`config.mk`:
```
export PLATFORM = sky130hd
export DESIGN_NAME = mem_bus_arbiter
export DESIGN_NICKNAME = d
export VERILOG_FILES = /design/src/rtl/mem_pkg.sv /design/src/rtl/rr_arbiter2.sv /design/src/rtl/mem_bus_arbiter.sv
export SDC_FILE = /design/constraint.sdc
export NUM_CORES = 1
export LEC_CHECK = 0
export BUFFER_PORTS_ARGS = -buffer_cell sky130_fd_sc_hd__buf_2
export CAP_MARGIN = 20
export CORE_MARGIN = 5
export CORE_UTILIZATION = 50
export DETAILED_ROUTE_END_ITERATION = 10
export GPL_TIMING_DRIVEN = 0
export PLACE_DENSITY = 0.85
export SYNTH_ARGS = -nofsm -noshare
export SYNTH_HDL_FRONTEND = slang
export SYNTH_SLANG_ARGS = --single-unit
```
`constraint.sdc`:
```
create_clock -name clk -period 6.4 [get_ports clk]
set_input_delay 0.96 -clock clk [delete_from_list [all_inputs] [get_ports clk]]
set_output_delay 0.96 -clock clk [all_outputs]
set_load 0.005 [all_outputs]
```
`src/rtl/mem_pkg.sv`:
```
// Shared types for the memory-bus arbiter: operand width, FSM states and port ids.
package mem_pkg;

  typedef logic [31:0] RV32I_OPERAND_t;

  typedef enum logic {
    IDLE   = 1'b0,
    ACCESS = 1'b1
  } ARB_STATE_t;

  typedef enum logic {
    PORT_FETCH = 1'b0,
    PORT_LSU   = 1'b1
  } ARB_PORT_t;

endpackage

```
`src/rtl/rr_arbiter2.sv`:
```
// Two-request round-robin picker; a tie goes to the port not granted last.
module rr_arbiter2 (
  input  logic       clk,
  input  logic       rst,
  input  logic       en,
  input  logic [1:0] req,
  output logic [1:0] gnt
);

  logic last_gnt;

  always_comb begin
    gnt = 2'b00;
    if (en && !rst) begin
      if (req == 2'b11) gnt = last_gnt ? 2'b01 : 2'b10;
      else              gnt = req;
    end
  end

  // Reset value 1 hands the first tie to port 0.
  always_ff @(posedge clk or posedge rst) begin
    if (rst)       last_gnt <= 1'b1;
    else if (|gnt) last_gnt <= gnt[1];
  end

endmodule

```
`src/rtl/mem_bus_arbiter.sv`:
```
// Shares one memory_controller bus between the fetch and load/store ports;
// each grant becomes a fixed-length bus access followed by a one-cycle response.
module mem_bus_arbiter
  import mem_pkg::*;
#(
  parameter int RD_LATENCY = 1
) (
  input  logic           clk,
  input  logic           rst,
  input  logic           m0_req,
  input  logic           m1_req,
  input  RV32I_OPERAND_t m0_addr,
  input  RV32I_OPERAND_t m1_addr,
  input  RV32I_OPERAND_t m0_wrdata,
  input  RV32I_OPERAND_t m1_wrdata,
  input  logic           m0_wren,
  input  logic           m1_wren,
  output logic           m0_gnt,
  output logic           m1_gnt,
  output logic           m0_rvalid,
  output logic           m1_rvalid,
  output RV32I_OPERAND_t m0_rddata,
  output RV32I_OPERAND_t m1_rddata,
  output RV32I_OPERAND_t bus_addr,
  output RV32I_OPERAND_t bus_wrdata,
  output logic           bus_wren,
  input  RV32I_OPERAND_t bus_rddata,
  output logic           busy
);

  localparam int CNT_W = $clog2(RD_LATENCY + 1);
  localparam logic [CNT_W-1:0] CNT_LAST = CNT_W'(RD_LATENCY - 1);

  ARB_STATE_t     state, state_nxt;
  logic [CNT_W-1:0] cnt;
  RV32I_OPERAND_t txn_addr, txn_wrdata;
  logic           txn_wren;
  ARB_PORT_t      txn_owner;
  logic [1:0]     gnt;
  logic           last_beat;

  rr_arbiter2 u_arb (
    .clk (clk),
    .rst (rst),
    .en  (state == IDLE),
    .req ({m1_req, m0_req}),
    .gnt (gnt)
  );

  assign m0_gnt    = gnt[0];
  assign m1_gnt    = gnt[1];
  assign last_beat = (state == ACCESS) && (cnt == CNT_LAST);

  always_ff @(posedge clk or posedge rst) begin
    if (rst) state <= IDLE;
    else     state <= state_nxt;
  end

  always_comb begin
    state_nxt = state;
    case (state)
      IDLE:    if (|gnt) state_nxt = ACCESS;
      ACCESS:  if (cnt == CNT_LAST) state_nxt = IDLE;
      default: state_nxt = IDLE;
    endcase
  end

  // Transaction latch; cnt runs up to RD_LATENCY at most, which CNT_W holds.
  always_ff @(posedge clk or posedge rst) begin
    if (rst) begin
      txn_addr   <= '0;
      txn_wrdata <= '0;
      txn_wren   <= 1'b0;
      txn_owner  <= PORT_FETCH;
      cnt        <= '0;
    end else if (|gnt) begin
      txn_addr   <= gnt[1] ? m1_addr   : m0_addr;
      txn_wrdata <= gnt[1] ? m1_wrdata : m0_wrdata;
      txn_wren   <= gnt[1] ? m1_wren   : m0_wren;
      txn_owner  <= gnt[1] ? PORT_LSU  : PORT_FETCH;
      cnt        <= '0;
    end else if (state == ACCESS) begin
      cnt <= cnt + CNT_W'(1);
    end
  end

  always_ff @(posedge clk or posedge rst) begin
    if (rst) begin
      m0_rvalid <= 1'b0;
      m1_rvalid <= 1'b0;
      m0_rddata <= '0;
      m1_rddata <= '0;
    end else begin
      m0_rvalid <= last_beat && (txn_owner == PORT_FETCH);
      m1_rvalid <= last_beat && (txn_owner == PORT_LSU);
      if (last_beat && (txn_owner == PORT_FETCH)) m0_rddata <= bus_rddata;
      if (last_beat && (txn_owner == PORT_LSU))   m1_rddata <= bus_rddata;
    end
  end

  // Combinational so that reset drops the write strobe without waiting for a clock.
  assign bus_addr   = txn_addr;
  assign bus_wrdata = txn_wrdata;
  assign bus_wren   = (state == ACCESS) && txn_wren && (cnt == '0);
  assign busy       = (state == ACCESS);

endmodule

```
==> results by stage <==
Run status:
- The run finished with clean final reports.

Drt:
- The detailed-router iteration count before antenna repair is 4.
- The final routed wire length divided by cell count is slightly below 20 um.
- The total via count in the routed design is 5546.
- The first-iteration detailed-routing DRC count is between 300 and 400.
- The final layout contains routed wiring with a total length of 19400 um.
- In the routed layout, each cell is associated on average with a via count of roughly 5.7.
- For this run, design rule violations remaining after detail routing come to 0.
- The detail route stage leaves a number of antenna-violating nets equal to 0.

Floorplan:
- The area enclosed by the die boundary is ~15000 um2.
- The placeable core area is between 10000 and 15000 um2.
- In this run the vertical extent of the chip is approximately 120 um.
- Pin placement for this block handled 300 I/O pins.
- The effective utilization at floorplan is around 51%.
- The number of placement rows is 41.
- The width of the die is between 100 and 150 um.

GRT:
- The global-route wire length before repair is 30200 um.
- The global-route usage over all layers is about 26%.
- The via count of the first global-routing pass is between 5000 and 6000.
- The number of antenna violations at the first check in global routing is 0.
- After global routing the overflow that remains totals 0.
- Entering global routing, the biggest net connects 79 pins.

Placed design:
- Before CTS, the worst setup slack after placement is between 3000 and 4000 ps.
- The wire-length estimate of the detail-placed layout is approximately 15000 um.
- The cell total after placement is approximately 940.
- Buffers placed on the I/O ports in this run total approximately 300.
- The global placer's final weighted congestion is 0.874.

CTS:
- The clock tree root buffer cell is clkbuf_16.
- At the later pin of the worst-skew pair, clock insertion delay measures roughly 400 ps.
- TritonCTS built the clock tree.
- Post-CTS repair changed the size of 0 cells.
- The quantity of hold-fixing buffers added after cts is 0.
- The post-CTS repair timing setup buffer count is 0.
- The number of buffers created by CTS is 17.
- CTS saw roughly 140 sinks.
- The H-tree was split into 4 levels.
- In this run the deepest clock path goes through 2 buffers.
- The clock transition at the registers of the reported paths is about 60 ps.

Finish:
- For this run, the post-layout net count is approximately 960.
- The multi-input combinational cell area is roughly 2600 um2.
- Cells with a size suffix above 1 make up between 50% and 60% of the layout.
- The number of standard cells in the layout, taps in and fillers out is roughly 1000.
- The sequential standard cell area is 3380 um2.
- The area growth from synthesis to layout is 37.0%.
- After filler insertion, the fill cell instance count of the layout stands at 913.
- The repair_antennas step left the layout with diodes totalling 0.

Worst setup path:
- The delay of the slowest cell on the worst path is about 210 ps.
- The largest driver fanout on the critical path is 10.
- The cell occurring most often along the worst timing path is buf_2.
- For the worst setup path, the data required time is 5440 ps.
- The standard cell with the maximum stage delay on the critical path is buf_2.
- The worst register-to-register path begins at busy$_DFF_PP0_.
- The element type at the critical path end is an output port.
- The dominant delay contributor by cell family on the critical path is buffers and inverters.
- STA classifies the critical path startpoint as an input port.
- The worst register-to-register path has a setup slack of approximately 4700 ps.
- Together, buffers and inverters on the worst path number 5.
- The type of the worst setup path is input port to output port.
- Measured in cells, the most critical reg-to-reg path has a length of 5.
- Traced cell by cell, the critical path runs through buf_2 > nor2_4 > nand3_2 > buf_2 > buf_2 > inv_1 > buf_2.
- The endpoint of the worst register-to-register path is txn_wren$_DFFE_PP0P_.
- The arrival time reported for the critical path endpoint is between 2000 and 2500 ps.

Timing:
- Summed over all failing endpoints, the final setup total negative slack is 0 ps.
- The smallest setup slack after layout is roughly 3400 ps.
- The final count of hold timing violations is 0.
- Based on the critical path, the design can be clocked at up to ~0.33 GHz.
- The final critical path takes up a little under half of the cycle.
- Setup repair after global routing left no endpoint under its margin.
- At the pin with the least slew margin, the transition time is 527 ps.
- The worst slew margin relative to its limit is roughly two thirds.
- Setup violations remaining at the end of the flow were counted as 0.
- Counting I/O delays and the setup requirement, the final critical path takes ~3000 ps.
- The number of max-slew violations in the final report was 0.
- Hold is met by around 500 ps.
- Clock skew on the completed layout was measured at ~7.0 ps.

Yosys:
- The number of register bits inferred by synthesis is between 100 and 150.
- By area the synthesized netlist is led by dfrtp_1 53%, a221o_1 10%, mux2_2 9.8%.
- The leading area contributor after synthesis is dfrtp_1.
- The sequential fraction of the synthesis area is roughly 53%.
- The share of the synthesized area in the top cell type is between 50% and 60%.
- Synthesis instantiated 29 different standard cells from the library.
- The yosys synthesis warning count is 0.
- Synthesis produced a netlist with a net count of between 600 and 700.
- A synthesized cell averages ~13 um2.
- The synthesized netlist cell count is between 400 and 500.
- In this run the cell area of the synthesized design comes to between 6000 and 7000 um2.

Pwr:
- The leakage component of the power is roughly 4.2 nW.
- The power density relative to cell area is between 400 and 500 nW/um2.
- The worst ir drop on vdd is between 0.15 and 0.2 mV.
- The total design power is ~3.9 mW.

Min path:
- The path with the worst hold slack has its endpoint at m1_rddata[10]$_DFFE_PP0P_.
- The class of the tightest hold or removal check is flop to flop.
- The worst min-delay path startpoint is m1_rddata[10]$_DFFE_PP0P_.
- Along the worst hold path, the cell count comes to 1.

Flow run:
- The count of max-cap constraint violations is 0.
## cell type report
type	instances	area share, %
Clock buffer	18	4.95
Multi-Input combinational cell	277	30.0
Inverter	4	0.231
Buffer	56	3.80
Tap cell	172	2.48
Clock inverter	14	1.91
Timing Repair Buffer	300	17.6
Sequential cell	135	39.0
## worst max-delay path by stage
| stage | from | end | slack, ps | cells after the start |
|---|---|---|---|---|
| 6_report | rst | m1_gnt | 3380 | 7 |
| 5_1_grt | rst | m0_gnt | 3260 | 6 |
| 4_1_cts | rst | m1_gnt | 3340 | 7 |
| 3_5_place_dp | rst | m1_gnt | 3340 | 7 |
| 3_3_place_gp | rst | m0_rddata[16]$_DFFE_PP0P_ | 480 | 2 |
| 2_1_floorplan | rst | bus_addr[0]$_DFFE_PP0P_ | 1830 | 1 |
## placed cells by master (no fill, tap or decap), types with 2 or more instances in the layout
master      instances
buf_2             321
buf_12              3
clkbuf_1           25
and4_1             61
nand2_2             2
a221o_1            65
dfrtp_1           134
inv_8               2
inv_1               3
nor3b_1            65
clkinvlp_4          4
mux2_4              9
nand2_1             2
bufinv_16           2
clkbuf_16          17
and4_2              4
inv_6               6
a21o_1              2
buf_6               5
mux2_2             55
nor2b_4             2
## power breakdown
part	total, mW	switching, mW	leakage [nW]	internal (mW)
logic	1.41	0.615	2.28	0.796
clock network	0.992	0.406	0.278	0.586
registers	1.51	0.244	1.60	1.27
total	3.92	1.26	4.16	2.65
## logic make-up (layout without fill, tap and decap cells)
logic type / Yosys count / in the layout / share of synthesized area (%)
flip-flops: 135 / 135 / 53.4
multiplexers: 64 / 64 / 11.9
AO/OA/AOI/OAI: 69 / 69 / 10.8
AND/OR/NAND/NOR: 144 / 144 / 18.4
buffers and inverters: 60 / 392 / 5.44
## Yosys cell counts, drive strengths merged
library cell	number
nor2	2
mux2	64
dfstp	1
dfrtp	134
and4	65
or2	1
nor3b	65
clkbuf	25
and2b	1
nor2b	2
nand2b	1
nand2	4
buf	31
o21a	1
a21o	2
and2	1
a221o	65
o21ai	1
inv	4
nand3	2
## layer usage
layer	GRT usage [%]	share of wire, %	vias up
li1	-	-	2498
met1	29.5	38	2746
met2	44.7	50	269
met3	8.57	9.9	33
met4	9.59	2.1	0
met5	0	0	-
## stage by stage
step	area (um2)	util [%]
global route	8660	69.2
CTS	8660	69.2
finish	8660	69.2
global placement	8040	64.2
floorplan	6330	-
detailed placement	8070	64.5
## sequential cells by signal (all words and copies together) (netlist names)
signal	cells
u_arb.last_gnt	1
cnt	1
busy	1
bus_wrdata	32
txn_wren	1
m0_rddata	32
m0_rvalid	1
m1_rvalid	1
m1_rddata	32
txn_owner	1
bus_addr	32
## worst register-to-register path, delay by kind of cell, from the launching register on
| kind | cells | cell delay, ps |
|---|---|---|
| AO/OA/AOI/OAI | 1 | 120 |
| buffers and inverters | 2 | 590 |
| flip-flops | 1 | 440 |
| AND/OR/NAND/NOR | 2 | 440 |
No activity file was read; power rests on OpenSTA's default activity.
